**src/rtl/dsp_mac_sequencer.sv**
```systemverilog
// Sequences one dsp slice as an unsigned multiply-accumulate engine: takes a length
// command, streams A/B pairs into the slice, then returns the accumulated P.
module dsp_mac_sequencer #(
  parameter int LEN_WIDTH = 10,
  parameter int ABD_WIDTH = 18,
  parameter int CP_WIDTH  = 48
) (
  input  logic                 CLK,
  input  logic                 RST,
  input  logic                 CMD_VALID,
  output logic                 CMD_READY,
  input  logic [LEN_WIDTH-1:0] CMD_LEN,
  input  logic                 OP_VALID,
  output logic                 OP_READY,
  input  logic [ABD_WIDTH-1:0] OP_A,
  input  logic [ABD_WIDTH-1:0] OP_B,
  output logic                 RES_VALID,
  input  logic                 RES_READY,
  output logic [CP_WIDTH-1:0]  RES,
  output logic [ABD_WIDTH-1:0] DSP_A,
  output logic [ABD_WIDTH-1:0] DSP_B,
  output logic [7:0]           DSP_OPMODE,
  output logic                 DSP_CE,
  input  logic [CP_WIDTH-1:0]  DSP_P
);

  typedef enum logic [1:0] {S_IDLE, S_FEED, S_DRAIN, S_HOLD} state_t;

  localparam logic [7:0] OPM_FIRST = 8'h01;  // P = M
  localparam logic [7:0] OPM_ACC   = 8'h09;  // P = M + P
  localparam logic [7:0] OPM_HOLD  = 8'h08;  // P = P

  state_t               r_state, w_state_nxt;
  logic [LEN_WIDTH-1:0] r_remain, w_remain_nxt;
  logic [1:0]           r_drain, w_drain_nxt;
  logic                 r_first, w_first_nxt;
  logic [CP_WIDTH-1:0]  r_res, w_res_nxt;
  logic [7:0]           r_opmode, w_opmode_nxt;
  logic                 r_ce;
  logic                 w_acc;

  assign w_acc      = OP_VALID && (r_state == S_FEED);
  assign CMD_READY  = (r_state == S_IDLE);
  assign OP_READY   = (r_state == S_FEED);
  assign RES_VALID  = (r_state == S_HOLD);
  assign RES        = r_res;
  assign DSP_A      = w_acc ? OP_A : '0;
  assign DSP_B      = w_acc ? OP_B : '0;
  assign DSP_OPMODE = r_opmode;
  assign DSP_CE     = r_ce;

  always_comb begin
    w_state_nxt  = r_state;
    w_remain_nxt = r_remain;
    w_drain_nxt  = r_drain;
    w_first_nxt  = r_first;
    w_res_nxt    = r_res;
    w_opmode_nxt = OPM_HOLD;
    // The slice registers OPMODE one cycle after the operands, matching the M stage.
    if (w_acc) begin
      w_opmode_nxt = r_first ? OPM_FIRST : OPM_ACC;
    end
    case (r_state)
      S_IDLE: begin
        if (CMD_VALID) begin
          w_remain_nxt = CMD_LEN;
          w_first_nxt  = 1'b1;
          if (CMD_LEN == '0) begin
            w_res_nxt   = '0;
            w_state_nxt = S_HOLD;
          end else begin
            w_state_nxt = S_FEED;
          end
        end
      end
      S_FEED: begin
        if (w_acc) begin
          w_remain_nxt = r_remain - LEN_WIDTH'(1);
          w_first_nxt  = 1'b0;
          if (r_remain == LEN_WIDTH'(1)) begin
            w_drain_nxt = 2'd3;
            w_state_nxt = S_DRAIN;
          end
        end
      end
      S_DRAIN: begin
        w_drain_nxt = r_drain - 2'd1;
        // Last product reaches P two edges after acceptance; sample on the third.
        if (r_drain == 2'd1) begin
          w_res_nxt   = DSP_P;
          w_state_nxt = S_HOLD;
        end
      end
      S_HOLD: begin
        if (RES_READY) begin
          w_state_nxt = S_IDLE;
        end
      end
      default: w_state_nxt = S_IDLE;
    endcase
  end

  always_ff @(posedge CLK or posedge RST) begin
    if (RST) begin
      r_state  <= S_IDLE;
      r_remain <= '0;
      r_drain  <= '0;
      r_first  <= 1'b0;
      r_res    <= '0;
      r_opmode <= 8'h00;
      r_ce     <= 1'b0;
    end else begin
      r_state  <= w_state_nxt;
      r_remain <= w_remain_nxt;
      r_drain  <= w_drain_nxt;
      r_first  <= w_first_nxt;
      r_res    <= w_res_nxt;
      r_opmode <= w_opmode_nxt;
      r_ce     <= 1'b1;
    end
  end

endmodule

```
**config.mk**
```make
export PLATFORM = sky130hd
export DESIGN_NAME = dsp_mac_sequencer
export DESIGN_NICKNAME = d
export VERILOG_FILES = /design/src/rtl/dsp_mac_sequencer.sv
export SDC_FILE = /design/constraint.sdc
export NUM_CORES = 1
export LEC_CHECK = 0
export CORE_UTILIZATION = 40
export DETAILED_ROUTE_END_ITERATION = 12
export HOLD_SLACK_MARGIN = 0.1
export PLACE_DENSITY = 0.86
export SYNTH_ARGS = -nofsm -noshare
export SYNTH_HDL_FRONTEND = slang
export SYNTH_SLANG_ARGS = --single-unit
```
**constraint.sdc**
```tcl
create_clock -name CLK -period 5.98 [get_ports CLK]
set_input_delay 1.196 -clock CLK [delete_from_list [all_inputs] [get_ports CLK]]
set_output_delay 1.196 -clock CLK [all_outputs]
set_load 0.02 [all_outputs]
```
==> metrics.txt <==
Final Net Count=~570; outcome=complete, no violations; Crit Path Class=primary input to output pin; Crit path required time=around 4800 ps; Reg2Reg Depth=6; H-tree depth=3; Inserted Clock Buffers=9; hold_sp=r_first; warnings from Yosys=0; Psw=just over 1000 uW; fraction of layout cells with a size suffix above 1=6.01%; Avg Inst Size Synth=approximately 11 um^2; I/O pin count=approximately 200; Max-Cap Viols=0; grt met1 use=around 25%; most frequent cells in the layout=clkdlybuf4s50_1 (188), dfrtp_1 (66), a22o_1 (48), and3_1 (36), nand2_1 (13); part of the cycle the worst path needs=approximately 75%; Setup TNS=0 ps; grt total ovfl=0; pin count of the biggest net entering global routing=70; area taken by multi-input logic gates=around 1300 um^2; Reg area=approximately 1700 um^2; TritonCTS clock tree=yes; row cnt=31; fill count=519; VDD IR max=around 330 uV; hold path cells=1; 1st-pass router iterations=4; Final setup viols=0; post-CTS sizing=0; Sw Share=between 30% and 40%; min-delay worst type=register to register; R2R Path End=r_remain[2]; cell area after synthesis=around 3100 um^2; routed len/inst=around 17 um; final worst clock skew=about 9.0 ps; reg-to-reg critical path startpoint=r_state[1]; Startpoint Class=primary input; RSZ-0062 raised after global routing=false; Clock Sinks=66; Netlist cell types=43; Initial Utilization=42.3%; Post-synth EDFFs=0; core area=7410 um^2; Final Slew Violations=0; Reg clk slew, reported paths=~70 ps; DIE HEIGHT=90.5 um; Post-CTS Setup Repair Bufs=0; full die area=roughly 8200 um^2; initial antenna violation count=4; Worst-Skew Late Latency=roughly 340 ps; die width=90.5 um; Fmax=roughly 220 MHz; share of power burned in registers=30.3%; vias in the first global route=slightly above 3000; Slew @ Worst Pin=about 1200 ps; RePlAce Congestion=roughly 0.84; final critical-path required period=between 4000 and 5000 ps; Slew HR=about a fifth; Detailed Place HPWL=between 7000 and 8000 um; Synth Flop Type=dfrtp_1; sequential area share after synthesis=a little over half; Crit Path Max Fanout=40; Area growth, synth to finish=70.0%; first-pass GRT wire length=15200 um; clock share of power=a little under a fifth; WHS Endpoint=DSP_OPMODE[3]; Post-route DRC=0; CTS Buffer Depth=2; initial drt markers=~170; R2R Setup Slk=3090 ps; pwr dens=509 nW/um^2; commonest non-fill, non-tap cell in the layout=clkdlybuf4s50_1; cell internal pwr=around 1700 uW; Synth async-reset ratio=100%; combinational power share=between 50% and 60%; global-route usage over all layers=between 20% and 30%; final hold vios=0; M3 GR Usage=5.98%; Clock Tree Root=clkbuf_8; antenna viol nets, final=0; PortBufs=188; met2 Use GR=42.7%; GRT busiest layer=met2; total number of vias=about 3000; drt via density=roughly 5.2; leakage=0.00229 uW; Synth Instances=283; Critical Path Sink Type=output pin; total detailed-routing wirelength=9470 um; worst endpoint data arrival time=about 3300 ps; synthesized flop and latch total=66; Post-CTS Hold Fix Bufs=0; worst hold slack=460 ps
-- worst max-delay path by stage --
stage	startpoint	endpoint	slack (ps)	cells after the start
3_5_place_dp	OP_VALID	DSP_A[0]	1540	3
3_3_place_gp	OP_VALID	DSP_A[0]	1580	3
2_1_floorplan	OP_VALID	DSP_A[10]	2880	3
5_1_grt	OP_VALID	DSP_A[0]	1390	3
6_report	OP_VALID	DSP_A[0]	1510	3
4_1_cts	OP_VALID	DSP_A[0]	1510	3
-- cells in the mapped netlist, types with 2 or more instances --
cell type   n  share of area (%)
a21oi_1     9                1.4
a22o_1     48                 13
a2bb2oi_1   5                1.4
a31oi_1     2               0.40
and3_1     36                7.2
buf_2       5               0.80
buf_4       6                1.4
clkbuf_1   17                2.0
conb_1      2               0.24
dfrtp_1    66                 53
ha_1        8                3.2
inv_1      11                1.3
mux2i_1     3               0.96
nand2_1    13                1.6
nand2b_1    2               0.40
nand3_1     4               0.64
nand4_1     3               0.60
nor2_1      6               0.72
nor2b_1     3               0.60
nor3_1      3               0.48
nor4_1      2               0.40
o21ai_0     4               0.64
o22a_1      2               0.56
o22ai_1     3               0.60
or3_1       2               0.40
-- layer usage --
| layer | wire length [um] | vias up |
|---|---|---|
| li1 | - | 1398 |
| met1 | 3510 | 1386 |
| met2 | 4960 | 158 |
| met3 | 709 | 17 |
| met4 | 289 | 0 |
| met5 | 0 | - |
-- state kept, by name (all words and copies together), names as in the netlist --
register    flops
r_remain       10
r_first         1
r_drain         2
DSP_OPMODE      2
RES            48
DSP_CE          1
r_state         2
-- power by group through the flow --
stage	clock network [uW]	logic [uW]	registers [uW]
2_1_floorplan	0	584	1010
3_3_place_gp	0	1370	818
3_5_place_dp	0	1400	817
4_1_cts	507	1410	820
5_1_grt	528	1490	852
6_report	493	1400	822
-- critical path, stage by stage --
cell	delay, ps
clkdlybuf4s50_1	1110
and3_1	330
clkdlybuf4s50_1	620
-- through the flow --
step	worst slack, ps	instance area (um^2)	std cells	power (uW)	utilization (%)
floorplan	2880	3150	288	1600	-
global placement	1580	5050	549	2190	68.2
detailed placement	1540	5050	549	2220	68.2
CTS	1510	5320	565	2730	71.8
global route	1390	5330	569	2870	71.9
finish	1510	5330	569	2710	71.9
-- logic make-up after synthesis --
group	Yosys count	share of synthesized area, %
AO/OA/AOI/OAI	83	21.8
adder cells (fa/ha/maj)	8	3.19
buffers and inverters	39	5.59
flip-flops	66	52.7
multiplexers	5	1.80
other	2	0.240
AND/OR/NAND/NOR	80	14.7
-- layout make-up --
type | count | share of cell area [%]
Clock buffer | 10 | 2.39
Inverter | 11 | 0.775
Multi-Input combinational cell | 183 | 25.2
Timing Repair Buffer | 190 | 35.6
Sequential cell | 66 | 31.0
Antenna cell | 4 | 0.188
Clock inverter | 6 | 2.58
Tap cell | 99 | 2.32
(Power assumes the default switching activity.)
